==> src/rtl/starfield_pkg.sv <==
// Shared definitions for the starfield speed ramp: register map, control bits,
// FSM state encoding and the clamped step helper.
package starfield_pkg;

    localparam logic [1:0] REG_TARGET = 2'd0;
    localparam logic [1:0] REG_RATE   = 2'd1;
    localparam logic [1:0] REG_STEP   = 2'd2;
    localparam logic [1:0] REG_CTRL   = 2'd3;

    localparam int CTRL_SNAP_BIT = 0;

    typedef enum logic [1:0] {
        ST_IDLE  = 2'd0,
        ST_COUNT = 2'd1,
        ST_STEP  = 2'd2,
        ST_EMIT  = 2'd3
    } ramp_state_e;

    // Move cur toward tgt by stp; the comparison happens before the add or
    // subtract so an 8-bit value can never wrap past the target.
    function automatic logic [7:0] step_toward(input logic [7:0] cur,
                                               input logic [7:0] tgt,
                                               input logic [7:0] stp);
        logic [7:0] res;
        if (cur < tgt) begin
            if ((tgt - cur) <= stp) begin
                res = tgt;
            end else begin
                res = cur + stp;
            end
        end else if (cur > tgt) begin
            if ((cur - tgt) <= stp) begin
                res = tgt;
            end else begin
                res = cur - stp;
            end
        end else begin
            res = cur;
        end
        return res;
    endfunction

endpackage

==> src/rtl/starfield_speed_ramp_vblank_edge.sv <==
// Registers the vblank level and flags its rising edge for one cycle.
module vblank_edge (
    input  logic clk,
    input  logic rst_n,
    input  logic vblank,
    output logic vb_rise
);

    logic vblank_q_r;

    // Delayed copy of vblank for edge detection.
    always_ff @(posedge clk or negedge rst_n) begin
        if (!rst_n) begin
            vblank_q_r <= 1'b0;
        end else begin
            vblank_q_r <= vblank;
        end
    end

    assign vb_rise = vblank & ~vblank_q_r;

endmodule

==> src/rtl/starfield_speed_ramp.sv <==
// Per-frame speed ramp toward a CPU-programmed target, emitting one-cycle
// write strobes to the starfield. Define STARFIELD_SPEED_EASE_EN for ease-out stepping.
module starfield_speed_ramp
    import starfield_pkg::*;
#(
    parameter logic [7:0] INIT_SPEED = 8'd0,
    parameter logic [7:0] INIT_RATE  = 8'd1,
    parameter logic [7:0] INIT_STEP  = 8'd1
) (
    input  logic       clk,
    input  logic       rst_n,
    input  logic [1:0] cpu_addr,
    input  logic [7:0] cpu_data_in,
    input  logic       cpu_wr,
    output logic [7:0] cpu_data_out,
    input  logic       vblank,
    output logic [7:0] sf_data_out,
    output logic       sf_write,
    output logic       busy
);

    ramp_state_e state_r, state_n;
    logic [7:0]  target_r, target_n;
    logic [7:0]  rate_r, rate_n;
    logic [7:0]  step_r, step_n;
    logic [7:0]  current_r, current_n;
    logic [7:0]  frame_cnt_r, frame_cnt_n;
    logic [7:0]  sf_data_r, sf_data_n;
    logic        sf_write_r, sf_write_n;
    logic        vb_rise_s;
    logic        snap_s;
    logic [7:0]  rate_eff_s;
    logic [7:0]  step_eff_s;

    vblank_edge u_vblank_edge (
        .clk     (clk),
        .rst_n   (rst_n),
        .vblank  (vblank),
        .vb_rise (vb_rise_s)
    );

    assign rate_eff_s = (rate_r == 8'd0) ? 8'd1 : rate_r;

`ifdef STARFIELD_SPEED_EASE_EN
    logic [7:0] dist_s;
    assign dist_s     = (current_r > target_r) ? (current_r - target_r) : (target_r - current_r);
    assign step_eff_s = ((dist_s >> 2) == 8'd0) ? 8'd1 : (dist_s >> 2);
`else
    assign step_eff_s = (step_r == 8'd0) ? 8'd1 : step_r;
`endif

    assign snap_s = cpu_wr && (cpu_addr == REG_CTRL) && cpu_data_in[CTRL_SNAP_BIT];

    // Next-state logic for the register file, the ramp FSM and the strobe outputs.
    always_comb begin
        state_n     = state_r;
        target_n    = target_r;
        rate_n      = rate_r;
        step_n      = step_r;
        current_n   = current_r;
        frame_cnt_n = frame_cnt_r;
        sf_data_n   = sf_data_r;
        sf_write_n  = 1'b0;

        if (cpu_wr) begin
            case (cpu_addr)
                REG_TARGET: target_n = cpu_data_in;
                REG_RATE:   rate_n   = cpu_data_in;
                REG_STEP:   step_n   = cpu_data_in;
                default:    target_n = target_r;
            endcase
        end else begin
            target_n = target_r;
        end

        case (state_r)
            ST_IDLE: begin
                frame_cnt_n = 8'd0;
                if (current_r != target_r) begin
                    state_n = ST_COUNT;
                end else begin
                    state_n = ST_IDLE;
                end
            end
            ST_COUNT: begin
                if (current_r == target_r) begin
                    frame_cnt_n = 8'd0;
                    state_n     = ST_IDLE;
                end else if (vb_rise_s) begin
                    if (({1'b0, frame_cnt_r} + 9'd1) >= {1'b0, rate_eff_s}) begin
                        frame_cnt_n = 8'd0;
                        state_n     = ST_STEP;
                    end else begin
                        frame_cnt_n = frame_cnt_r + 8'd1;
                    end
                end else begin
                    state_n = ST_COUNT;
                end
            end
            ST_STEP: begin
                current_n  = step_toward(current_r, target_r, step_eff_s);
                sf_data_n  = current_n;
                sf_write_n = 1'b1;
                state_n    = ST_EMIT;
            end
            ST_EMIT: begin
                if (current_r == target_r) begin
                    state_n = ST_IDLE;
                end else begin
                    state_n = ST_COUNT;
                end
            end
            default: begin
                state_n = ST_IDLE;
            end
        endcase

        // Snap pre-empts whatever the FSM was doing, including a pending STEP;
        // the following STEP is a no-op move that routes the value to EMIT.
        if (snap_s) begin
            current_n   = target_r;
            frame_cnt_n = 8'd0;
            sf_data_n   = sf_data_r;
            sf_write_n  = 1'b0;
            state_n     = ST_STEP;
        end else begin
            frame_cnt_n = frame_cnt_n;
        end
    end

    // State and output registers.
    always_ff @(posedge clk or negedge rst_n) begin
        if (!rst_n) begin
            state_r     <= ST_IDLE;
            target_r    <= INIT_SPEED;
            rate_r      <= INIT_RATE;
            step_r      <= INIT_STEP;
            current_r   <= INIT_SPEED;
            frame_cnt_r <= 8'd0;
            sf_data_r   <= INIT_SPEED;
            sf_write_r  <= 1'b0;
        end else begin
            state_r     <= state_n;
            target_r    <= target_n;
            rate_r      <= rate_n;
            step_r      <= step_n;
            current_r   <= current_n;
            frame_cnt_r <= frame_cnt_n;
            sf_data_r   <= sf_data_n;
            sf_write_r  <= sf_write_n;
        end
    end

    // CPU read-back mux.
    always_comb begin
        case (cpu_addr)
            REG_TARGET: cpu_data_out = target_r;
            REG_RATE:   cpu_data_out = rate_r;
            REG_STEP:   cpu_data_out = step_r;
            REG_CTRL:   cpu_data_out = current_r;
            default:    cpu_data_out = 8'd0;
        endcase
    end

    assign sf_data_out = sf_data_r;
    assign sf_write    = sf_write_r;
    assign busy        = (current_r != target_r);

endmodule

==> config.mk <==
export PLATFORM = sky130hd
export DESIGN_NAME = starfield_speed_ramp
export DESIGN_NICKNAME = d
export VERILOG_FILES = /design/src/rtl/starfield_pkg.sv /design/src/rtl/starfield_speed_ramp_vblank_edge.sv /design/src/rtl/starfield_speed_ramp.sv
export SDC_FILE = /design/constraint.sdc
export NUM_CORES = 1
export LEC_CHECK = 0
export ABC_CLOCK_PERIOD_IN_PS = 4600
export CAP_MARGIN = 10
export CORE_UTILIZATION = 60
export CTS_CLUSTER_SIZE = 28
export DETAILED_ROUTE_END_ITERATION = 16
export PLACE_DENSITY = 0.79
export SETUP_SLACK_MARGIN = 0.05
export SKIP_LAST_GASP = 1
export SLEW_MARGIN = 5
export SYNTH_ARGS = -nofsm -noshare
export SYNTH_HDL_FRONTEND = slang
export SYNTH_SLANG_ARGS = --single-unit
export TNS_END_PERCENT = 1
==> constraint.sdc <==
create_clock -name clk -period 4.6 [get_ports clk]
set_clock_uncertainty 0.15 [all_clocks]
set_input_delay 0.92 -clock clk [delete_from_list [all_inputs] [get_ports clk]]
set_output_delay 0.92 -clock clk [all_outputs]
set_load 0.02 [all_outputs]
==> impl_metrics.yaml <==
run_status:
  outcome: "finished clean"
logic_synthesis:
  synth_fa_ha_area_share_pct: 16.9
  synth_top_cell_by_area: "dfrtp_1"
  async_reset_ff_share_pct: 100
  synth_xor_area_share_pct: 5.11
  avgSynthCellArea_um2: 9.19
  synth_top_area_share_pct: 27.0
  synth-simple-area-share_pct: 13.8
  synth_area_mm2: 0.00463
  syn_nets: 578
  synthMuxAreaShare_pct: 7.78
  ys_seq_area_share_pct: 28.2
  synth-main-ff-cell: "dfrtp_1"
  synth_top_family_by_area: "compound AO/OA/AOI/OAI gates"
  ys_warn_count: 0
  ys_ff_latch: 52
  synth_cell_types: 67
  synth.area.top_cells: "dfrtp_1 27%, ha_1 15%, o21ai_0 4.5%"
  synth-compound-area-share_pct: 22.1
  synth_edf_count: 0
  syn_inst: 504
timing:
  period_share_pct: 92.9
  fmax_mhz: 234
  drv_slew: 0
  timing.slew.headroom_pct: 53.5
  final_hold_viol_count: 0
  finalSetupTns_ns: 0
  fin_crit_ns: 4.27
  worstMarginPinSlew_ns: 0.694
  final.setup.worst_slack_ns: 0.328
  rsz0062_at_grt: "false"
  finalSetupViolations: 0
clock_tree:
  clock-sinks: 52
  cts_setup_buffers: 0
  cts_max_level: 2
  cts_buffers: 5
  cts_tree: "done"
  clk_path_buf_depth: 2
  cts-root-buf: "clkbuf_8"
  path_clk_slew_ns: 0.10
  clk_latency_ns: 0.32
worst_setup_path:
  crit_buf_inv: 2
  path_class: "reg2reg"
  worst_path_max_delay_cell: "dfrtp_1"
  reg2reg_from: "current_r[0]"
  reg2regPathDepth: 17
  reg2reg_slack_ns: 0.33
  crit_path_max_incr_delay_ns: 0.44
  arrival_ns: 4.29
  crit_required_ns: 4.62
  path_cells: "inv_1, ha_1, inv_1, fa_1, nand3_1, nand2_1, a21o_1, a21oi_1, xnor2_1, ha_1, o21ai_0, nor2_1, and4bb_2, nor2_1, a211oi_1, o221ai_1, o311ai_0"
  critical-path-top-delay-family: "simple AND/OR/NAND/NOR gates"
  r2r_end: "current_r[0]"
  cp-start-kind: "register"
  crit_fanout: 6
  end_kind: "register"
pwr:
  p_leak_uw: 0.00242
  max-vdd-ir-drop_v: 0.000393
  powerDensity_mw_per_mm2: 783
placement:
  place_area_mm2: 0.00510
  io_buffers: 31
  dpl_worst_slack_ns: 0.239
  hpwl_um: 10500
  finalWeightedCongestion: 0.957
route:
  vias: 4197
  totalWireLength_um: 13300
  route.detailed.drc: 0
  vias_per_cell: 6.56
  wl_per_cell_um: 20.8
  initialDrtViolationCount: 445
  dr.pass1.iters: 5
  postRouteAntennaNets: 0
floorplan:
  die_x_um: 89.8
  die_h_um: 89.8
  fp-row-count: 31
  die_area_mm2: 0.00807
  core_area_mm2: 0.00737
  io_pins: 32
  initial_core_util_pct: 62.8
final_layout:
  nFillCells: 609
  syn2layout_area_growth_pct: 12.4
  finalNetCount: 614
  final_common_cell: "ha_1"
  regArea_mm2: 0.00130
  final_cell_mix: "56 x ha_1, 51 x inv_1, 50 x dfrtp_1"
  drive_gt1_share_pct: 11.6
  antenna_cells: 0
  postLayoutCellArea_mm2: 0.00520
  multi_input_area_mm2: 0.00305
global_routing:
  grt_overflow: 0
  grt_max_degree: 53
  grt_pass1_vias: 4167
  grt_first_pass_wirelength_um: 22000
  grt_usage_pct: 34.8
  antenna_found_initial: 0
job:
  cap_violations: 0
hold_path:
  hold_path_class: "reg2reg"
  whs_endpoint: "sf_data_out[0]"
  hold_depth: 2
  min_from: "sf_data_out[0]"
[through the flow]
stage	hold WS [ns]	std cells	util (%)	power, uW
after detailed placement	0.318	632	69.2	3680
after CTS	0.350	640	70.5	3980
after floorplan	0.347	504	-	2820
after global routing	0.373	640	70.6	4400
after global placement	0.315	632	69.2	3580
final	0.347	640	70.6	4070
[layer usage]
layer | global-route usage (%) | up-vias | share of wire (%)
met2 | 55.9 | 233 | 46
li1 | - | 1912 | -
met1 | 47.2 | 1999 | 41
met5 | 0 | - | 0
met3 | 4.57 | 53 | 8.1
met4 | 15.4 | 0 | 4.4
[final cells by class]
class / count / share of cell area [%]
multi-input combinational: 380 / 58.6
sequential: 52 / 25.1
timing repair buffer: 48 / 8.32
inverter: 53 / 3.87
tap: 99 / 2.38
clock buffer: 7 / 1.66
clock inverter: 1 / 0.144
[synth_stat cells (all sizes together) (7+ instances only)]
| library cell | count |
|---|---|
| a21oi | 26 |
| a211oi | 9 |
| mux4 | 8 |
| buf | 8 |
| inv | 53 |
| a21o | 17 |
| nand4 | 7 |
| clkbuf | 11 |
| o21ai | 42 |
| xor2 | 10 |
| nor2 | 27 |
| dfrtp | 50 |
| ha | 56 |
| mux2 | 16 |
| nand3 | 11 |
| nand2 | 29 |
| xnor2 | 17 |
[kinds of logic (layout without fill, tap and decap cells)]
kind of cell / count (synthesis) / count (layout)
fa+ha+maj: 60 / 60
simple gates: 121 / 121
compound gates: 148 / 148
mux: 24 / 24
flops: 52 / 52
buf+inv: 72 / 109
xor+xnor: 27 / 27
[power by group]
| group | total [uW] | switching, uW | internal, uW | leakage [uW] |
|---|---|---|---|---|
| combinational | 3070 | 1810 | 1260 | 0.00173 |
| clock | 280 | 157 | 123 | 0.0000445 |
| sequential | 725 | 144 | 581 | 0.000645 |
| total | 4070 | 2110 | 1960 | 0.00242 |
[registers in the layout (all words and copies together), names as in the netlist]
| signal | flops |
|---|---|
| current_r | 8 |
| sf_write | 1 |
| state_r | 2 |
| step_r | 8 |
| sf_data_out | 8 |
| u_vblank_edge.vblank_q_r | 1 |
| frame_cnt_r | 8 |
| rate_r | 8 |
| target_r | 8 |
[repair_timing]
item,CTS,global route
hold buffers,0,0
hold endpoints to repair,0,0
setup endpoints to repair,0,13
resized for setup,0,2
[worst register-to-register path: stages (launching register included)]
cell,delay [ns]
dfrtp_1,0.44
inv_1,0.14
ha_1,0.16
inv_1,0.06
fa_1,0.43
nand3_1,0.11
nand2_1,0.14
a21o_1,0.21
a21oi_1,0.17
xnor2_1,0.10
ha_1,0.29
o21ai_0,0.07
nor2_1,0.28
and4bb_2,0.35
nor2_1,0.33
a211oi_1,0.14
o221ai_1,0.35
o311ai_0,0.21
[worst max path at each step]
| stage | startpoint | to | slack, ns | cells past startpoint |
|---|---|---|---|---|
| 5_1_grt | current_r[0] | current_r[0] | 0.07 | 17 |
| 2_1_floorplan | current_r[0] | current_r[2] | 1.05 | 17 |
| 3_3_place_gp | current_r[0] | current_r[0] | 0.33 | 17 |
| 6_report | current_r[0] | current_r[0] | 0.33 | 17 |
| 4_1_cts | current_r[0] | current_r[0] | 0.21 | 17 |
| 3_5_place_dp | current_r[0] | current_r[0] | 0.24 | 17 |
(Power assumes the default switching activity.)
